<file path="src/rtl/e_alu_issue_arb.sv">
// Round-robin issue arbiter in front of one shared combinational integer ALU.
// S1 registers the winning operands and drives the ALU; S2 holds the result for writeback.
module e_alu_issue_arb #(
  parameter int REQ_NUM = 2,
  parameter int TAG_W   = 6,
  parameter int SRC_W   = (REQ_NUM > 1) ? $clog2(REQ_NUM) : 1
) (
  input  logic                       clk,
  input  logic                       rst_n,
  input  logic                       flush_i,
  input  logic [REQ_NUM-1:0]         req_valid_i,
  output logic [REQ_NUM-1:0]         req_ready_o,
  input  logic [REQ_NUM*32-1:0]      req_r0_i,
  input  logic [REQ_NUM*32-1:0]      req_r1_i,
  input  logic [REQ_NUM*32-1:0]      req_pc_i,
  input  logic [REQ_NUM*3-1:0]       req_grand_op_i,
  input  logic [REQ_NUM*3-1:0]       req_op_i,
  input  logic [REQ_NUM*TAG_W-1:0]   req_tag_i,
  output logic [31:0]                alu_r0_o,
  output logic [31:0]                alu_r1_o,
  output logic [31:0]                alu_pc_o,
  output logic [2:0]                 alu_grand_op_o,
  output logic [2:0]                 alu_op_o,
  input  logic [31:0]                alu_result_i,
  output logic                       wb_valid_o,
  input  logic                       wb_ready_i,
  output logic [31:0]                wb_result_o,
  output logic [TAG_W-1:0]           wb_tag_o,
  output logic [SRC_W-1:0]           wb_src_o,
  output logic                       busy_o
);

  logic [31:0]      r0_arr       [REQ_NUM];
  logic [31:0]      r1_arr       [REQ_NUM];
  logic [31:0]      pc_arr       [REQ_NUM];
  logic [2:0]       grand_op_arr [REQ_NUM];
  logic [2:0]       op_arr       [REQ_NUM];
  logic [TAG_W-1:0] tag_arr      [REQ_NUM];

  for (genvar gi = 0; gi < REQ_NUM; gi++) begin : g_unpack
    assign r0_arr[gi]       = req_r0_i[32*gi +: 32];
    assign r1_arr[gi]       = req_r1_i[32*gi +: 32];
    assign pc_arr[gi]       = req_pc_i[32*gi +: 32];
    assign grand_op_arr[gi] = req_grand_op_i[3*gi +: 3];
    assign op_arr[gi]       = req_op_i[3*gi +: 3];
    assign tag_arr[gi]      = req_tag_i[TAG_W*gi +: TAG_W];
  end

  logic             s1_valid_reg;
  logic [31:0]      s1_r0_reg;
  logic [31:0]      s1_r1_reg;
  logic [31:0]      s1_pc_reg;
  logic [2:0]       s1_grand_op_reg;
  logic [2:0]       s1_op_reg;
  logic [TAG_W-1:0] s1_tag_reg;
  logic [SRC_W-1:0] s1_src_reg;
  logic             s2_valid_reg;
  logic [31:0]      s2_result_reg;
  logic [TAG_W-1:0] s2_tag_reg;
  logic [SRC_W-1:0] s2_src_reg;
  logic [SRC_W-1:0] rr_ptr_reg;

  logic s2_load;
  logic s1_adv;
  logic s1_free;
  logic arb_en;

  assign s2_load = !s2_valid_reg || wb_ready_i;
  assign s1_adv  = s1_valid_reg && s2_load;
  assign s1_free = !s1_valid_reg || s1_adv;
  // rst_n gates the grant so no handshake can be seen while reset is held
  assign arb_en  = rst_n && s1_free && !flush_i;

  logic [SRC_W:0]     cand;
  logic [SRC_W-1:0]   cand_idx;
  logic [SRC_W-1:0]   grant_idx;
  logic               grant_found;
  logic [REQ_NUM-1:0] grant;
  logic [SRC_W-1:0]   rr_next;

  // Search from rr_ptr upward, wrapping at REQ_NUM (not necessarily a power of two)
  always_comb begin
    cand        = '0;
    cand_idx    = '0;
    grant_idx   = '0;
    grant_found = 1'b0;
    grant       = '0;
    if (arb_en) begin
      for (int k = 0; k < REQ_NUM; k++) begin
        cand = {1'b0, rr_ptr_reg} + (SRC_W+1)'(k);
        if (cand >= (SRC_W+1)'(REQ_NUM)) begin
          cand = cand - (SRC_W+1)'(REQ_NUM);
        end
        cand_idx = cand[SRC_W-1:0];
        if (!grant_found && req_valid_i[cand_idx]) begin
          grant_found = 1'b1;
          grant_idx   = cand_idx;
        end
      end
    end
    if (grant_found) begin
      grant[grant_idx] = 1'b1;
    end
  end

  assign rr_next = (grant_idx == SRC_W'(REQ_NUM-1)) ? '0 : grant_idx + SRC_W'(1);

  always_ff @(posedge clk or negedge rst_n) begin
    if (!rst_n) begin
      s1_valid_reg    <= 1'b0;
      s1_r0_reg       <= '0;
      s1_r1_reg       <= '0;
      s1_pc_reg       <= '0;
      s1_grand_op_reg <= '0;
      s1_op_reg       <= '0;
      s1_tag_reg      <= '0;
      s1_src_reg      <= '0;
      s2_valid_reg    <= 1'b0;
      s2_result_reg   <= '0;
      s2_tag_reg      <= '0;
      s2_src_reg      <= '0;
      rr_ptr_reg      <= '0;
    end else begin
      if (grant_found) begin
        s1_r0_reg       <= r0_arr[grant_idx];
        s1_r1_reg       <= r1_arr[grant_idx];
        s1_pc_reg       <= pc_arr[grant_idx];
        s1_grand_op_reg <= grand_op_arr[grant_idx];
        s1_op_reg       <= op_arr[grant_idx];
        s1_tag_reg      <= tag_arr[grant_idx];
        s1_src_reg      <= grant_idx;
        rr_ptr_reg      <= rr_next;
      end
      if (s1_adv) begin
        s2_result_reg <= alu_result_i;
        s2_tag_reg    <= s1_tag_reg;
        s2_src_reg    <= s1_src_reg;
      end
      // Flush kills both stages; a handshake in the flush cycle already completed
      if (flush_i) begin
        s1_valid_reg <= 1'b0;
        s2_valid_reg <= 1'b0;
      end else begin
        if (grant_found) begin
          s1_valid_reg <= 1'b1;
        end else if (s1_adv) begin
          s1_valid_reg <= 1'b0;
        end
        if (s1_adv) begin
          s2_valid_reg <= 1'b1;
        end else if (wb_ready_i) begin
          s2_valid_reg <= 1'b0;
        end
      end
    end
  end

  assign req_ready_o    = grant;
  assign alu_r0_o       = s1_r0_reg;
  assign alu_r1_o       = s1_r1_reg;
  assign alu_pc_o       = s1_pc_reg;
  assign alu_grand_op_o = s1_grand_op_reg;
  assign alu_op_o       = s1_op_reg;
  assign wb_valid_o     = s2_valid_reg;
  assign wb_result_o    = s2_result_reg;
  assign wb_tag_o       = s2_tag_reg;
  assign wb_src_o       = s2_src_reg;
  assign busy_o         = s1_valid_reg || s2_valid_reg;

endmodule

</file>
<file path="config.mk">
export PLATFORM = sky130hd
export DESIGN_NAME = e_alu_issue_arb
export DESIGN_NICKNAME = d
export VERILOG_FILES = /design/src/rtl/e_alu_issue_arb.sv
export SDC_FILE = /design/constraint.sdc
export NUM_CORES = 1
export LEC_CHECK = 0
export BUFFER_PORTS_ARGS = -buffer_cell sky130_fd_sc_hd__buf_4
export CAP_MARGIN = 0
export CORE_MARGIN = 10
export CORE_UTILIZATION = 40
export DETAILED_ROUTE_END_ITERATION = 6
export GPL_TIMING_DRIVEN = 1
export HOLD_SLACK_MARGIN = 0.1
export PLACE_DENSITY = 0.72
export SYNTH_ARGS = -nofsm -noshare
export SYNTH_HDL_FRONTEND = slang
export SYNTH_SLANG_ARGS = --single-unit
</file>
<file path="constraint.sdc">
create_clock -name clk -period 1.8 [get_ports clk]
set_input_delay 0.36 -clock clk [delete_from_list [all_inputs] [get_ports clk]]
set_output_delay 0.36 -clock clk [all_outputs]
set_load 0.02 [all_outputs]
</file>
After elaboration in Yosys (flattened, before gate mapping)
Cells that the tools add are included.
- $add $sub $neg: 4
- $lt $le $gt $ge: 7
- mux-type cells: 43
- bitwise operators: 1
- reduce and logical (&&, ||, !) cells: 14
- operators with widths (cell ; count):
    $mux W32 ; 9
    $mux W1 ; 23
    $mux W3 ; 6
    $mux W6 ; 3
    $lt A1 B2 Y1 const B ; 3
    $reduce_bool A3 Y1 ; 2
    $logic_and A1 B1 Y1 ; 5
    $ge A2 B2 Y1 const B ; 2
    $logic_not A1 Y1 ; 4
    $logic_or A1 B1 Y1 ; 3
    $add A1 B1 Y2 const B ; 1
    $ge A1 B2 Y1 const B ; 1
    $mux W2 ; 1
    $not A1 Y2 ; 1
    $sub A1 B1 Y1 const B ; 2
    $add A1 B1 Y1 const B ; 1
    $demux W1 S1 ; 1
    $ge A1 B1 Y1 const B ; 1
- register bits after elaboration: 151
- input port bits: 254
- output and inout bits: 145
- logic and storage cells: 82

Depth between registers and ports, before layout
- word-level depth: 20
- mapped depth: 7
- gate-level depth less buffers: 3

Worst setup path after synthesis
OpenSTA, ideal clock, no wires.
- path kind: register to output
- from: register s2_valid_reg, in the netlist wb_valid_o
- to: output req_ready_o[1]
- arrival time: 1.412 ns
- data required time: 1.440 ns
- path slack: 0.028 ns
- stages on the path, launching flop included: 5
- buffers on the path: 2
- path through: dfrtp_1 -> nand3b_1 -> buf_2 -> buf_1 -> and3_1
- word-level cells in the longest chain between the ends: 12
- elaborated cells between the ends (all ways): 14
- classes of those cells: order compare: 2; mux: 5; reduce/logical: 7
- ends and longest elaborated chain (item ; line ; source):
    start: declaration ; 57 ; logic s2_valid_reg;
    start signal: assignment ; 118 ; s2_valid_reg <= 1'b0;
    start signal: assignment ; 142 ; s2_valid_reg <= 1'b0;
    start signal: assignment ; 150 ; s2_valid_reg <= 1'b1;
    $logic_not A1 Y1 (*) ; 68 ; assign s2_load = !s2_valid_reg || wb_ready_i;
    $logic_or A1 B1 Y1 (*) ; 68 ;
    $logic_and A1 B1 Y1 (*) ; 69 ; assign s1_adv = s1_valid_reg && s2_load;
    $logic_or A1 B1 Y1 (*) ; 70 ; assign s1_free = !s1_valid_reg || s1_adv;
    $logic_and A1 B1 Y1 (*) (2 in a row) ; 72 ; assign arb_en = rst_n && s1_free && !flush_i;
    $mux W1 ; 88 ; if (arb_en) begin
    $lt A1 B2 Y1 (implied by the code) or $ge A1 B1 Y1 (tied branches) ; 102 ; grant[grant_idx] = 1'b1;
    $logic_and A1 B1 Y1 (implied by the code) ; 102 ;
    $mux W1 (implied by the code) ; 102 ;
    $demux W1 S1 ; 102 ;
    $mux W2 (*) ; 101 ; if (grant_found) begin
    end: declaration ; 12 ; output logic [REQ_NUM-1:0] req_ready_o,
Mark *: on every way between the ends. The rest lies on a longest branch, timed or not.

Worst setup path in the final report
- from: register s2_valid_reg, in the netlist wb_valid_o
- to: output req_ready_o[0]
The elaborated chain is that of the path after synthesis.

==> qor.yml <==
run:
  drv_cap: 0
timing:
  fin_hold_ws_ns: 0.0765
  timing.clock.skew_ns: 0.00972
  hold_viol_final: 0
  maxSlewViolCount: 0
  maxClockFrequency_mhz: 566
  measured_slew_at_the_worst_slew_check_pin_ns: 0.863
  setup_viol_count_final: 0
  grt_setup_unrepaired: "yes"
  relSlewSlack_pct: 42.5
  final.min_clock_period_ns: 1.77
  post-route-period-util_pct: 98.1
detailed_routing:
  initialDrtViolationCount: 532
  antenna_violation_net_count_after_detailed_routing: 0
  route.vias.total: 7818
  drt-vias-per-instance: 5.90
  avgRoutedWirePerCell_um: 23.1
  wirelength_um: 30600
  drt-pass1-iter-count: 5
  detail_route.drc_violations: 0
finish:
  fin_nets: 1339
  fillers: 1577
  area_growth_pct: 51.9
  layout.core_utilization_pct: 62.5
  antenna_cells_inserted: 0
  post_route_cells_drive_above_1_share_pct: 46.0
pwr:
  ir_worst_vdd_uv: 610
  power.static_leakage_nw: 4.92
  power-per-cell-area_nw_per_um2: 1110
clock_tree:
  ctsHoldBuffers: 0
  cts_max_path_buffers: 2
  clk_pin_slew_worst_paths_ns: 0.06
  insertion_delay_ns: 0.43
  htree_num_levels: 4
  cts_sinks: 151
  cts_tree: "yes"
  ctsRootBufferMaster: "clkbuf_16"
  tritoncts.num_buffers: 17
critical_path:
  setup.worst_path.end: "req_ready_o[0]"
  worstSetupPathType: "register to primary output"
  kind_of_start_point_of_the_critical_path: "register"
  critical_path.reg2reg.endpoint: "s1_tag_reg[3]"
  crit_family: "simple AND/OR/NAND/NOR gates"
  crit_path_end_kind: "primary output"
  timing.critical_path.cells: "nand3b_1 > nand3_2 > nor2_2 > buf_6"
  max_stage_delay_ns: 0.40
  startpoint: "wb_valid_o"
  critPathArrivalTime_ns: 1.41
  worst_path_max_delay_cell: "dfrtp_1"
  regToRegSetupSlack_ns: 0.19
  critPathMaxFanout: 4
  critical_path_depth: 4
  path_buf_inv: 1
  worst_r2r_startpoint: "wb_valid_o"
  reg2reg_depth: 5
  crit_required_ns: 1.44
logic_synthesis:
  synth_ff_type: "dfrtp_1"
  netlist_instances: 741
  synth_enable_flop_cells: 0
  synthDominantCellAreaShare_pct: 50.6
  synthesis.nets: 995
  asyncSetResetFlopFracSynth_pct: 100
  avg_inst_size_synth_um2: 10.1
  synth_warnings: 0
  ys_seq_area_share_pct: 50.6
  netlist_area_um2: 7470
  yosysUniqueCellTypes: 24
  synth.top_cells.by_area: "dfrtp_1 51%, a31oi_1 18%, nand3b_1 11%, o21ai_0 7.2%, mux2_2 5.9%"
  ys_seq_elements: 151
  yosysTopAreaCell: "dfrtp_1"
floorplan:
  dieHeight_um: 157
  die_area_um2: 24500
  start_util_pct: 41.1
  die_width_um: 157
  design.core.area_um2: 18100
  ios: 399
  std_cell_rows: 49
placed_design:
  port_buffers: 398
  dp_hpwl_um: 21300
  place_congestion: 0.829
status:
  outcome: "finished clean"
global_routing:
  overflow: 0
  grt_start_max_net_pins: 152
  grt_first_pass_wirelength_um: 46200
  number_of_global_route_vias_before_repair: 7932
  grt_antenna_before_repair: 0
  grt_usage_pct: 23.6
worst_hold_path:
  holdCritPathClass: "input pin to asynchronous set/reset pin"
## per-stage QoR
step                std cells  power (mW)  setup TNS, ns  instance area (um2)  setup WS (ns)
floorplan                 741        6.55              0                 7470         0.0283
detailed placement       1289        8.63              0                10600          0.161
CTS                      1323        12.6              0                11300         0.0121
global placement         1289        8.55              0                10600          0.242
global route             1326        13.1        -0.0431                11300        -0.0431
finish                   1326        12.5              0                11300         0.0343
## Yosys cell counts, types with 8 or more instances
cell type	instances
o21ai_0	108
mux2_2	39
dfrtp_1	151
nand3b_1	109
buf_1	8
buf_4	8
buf_2	10
clkbuf_1	72
a31oi_1	217
## power by group
group | total (mW) | internal (mW) | switching (mW)
clock | 3.99 | 2.47 | 1.52
sequential | 4.46 | 4.08 | 0.381
combinational | 4.09 | 1.89 | 2.20
total | 12.5 | 8.44 | 4.10
## placed cells by master (no fill, tap or decap), types with 2 or more instances in the layout
cell	Yosys	final
buf_6	2	2
buf_12	0	11
clkbuf_16	0	17
inv_6	0	2
nand3b_1	109	109
clkinvlp_4	0	4
o21ai_0	108	108
buf_4	8	412
a31oi_1	217	217
bufinv_16	0	5
mux2_2	39	39
nor2b_4	0	2
dfrtp_1	151	151
## logic make-up after synthesis
| family | after synthesis | share of synthesized area, % |
|---|---|---|
| AO/OA/AOI/OAI | 329 | 25.8 |
| buffers and inverters | 102 | 5.90 |
| flip-flops | 151 | 50.6 |
| multiplexers | 39 | 5.88 |
| AND/OR/NAND/NOR | 120 | 11.8 |
## area by class of cell
type / count / area [um2] / share of cell area [%]
sequential: 151 / 3780 / 33.3
multi-input combinational: 488 / 3290 / 29.0
tap: 229 / 287 / 2.53
clock buffer: 17 / 425 / 3.75
inverter: 2 / 7.51 / 0.0662
clock inverter: 14 / 223 / 1.96
timing repair buffer: 425 / 3340 / 29.4
## worst min path at each step
stage                        startpoint                 to  slack (ns)  depth (start not counted)
after global placement    s1_tag_reg[4]        wb_tag_o[4]        0.49                          1
after floorplan                   rst_n  alu_grand_op_o[0]        0.06                          0
after CTS                       flush_i         wb_valid_o        0.11                          2
final                             rst_n         s1_src_reg        0.08                          2
after global routing            flush_i         wb_valid_o        0.11                          2
after detailed placement  s1_tag_reg[2]        wb_tag_o[2]        0.49                          1
## routing by layer
layer | share of wire (%) | vias up | GRT usage (%)
met5 | 0 | - | 0
met4 | 2.6 | 0 | 8.54
met3 | 9.8 | 46 | 7.57
met2 | 51 | 371 | 39.5
met1 | 36 | 3858 | 28.0
li1 | - | 3543 | -
## what timing repair did
item                       CTS  global route
gates cloned                 0             0
buffers inserted             3             3
gates resized for setup      1             4
setup endpoints to repair    2             2
pin swaps                    1             3
(Power assumes the default switching activity.)
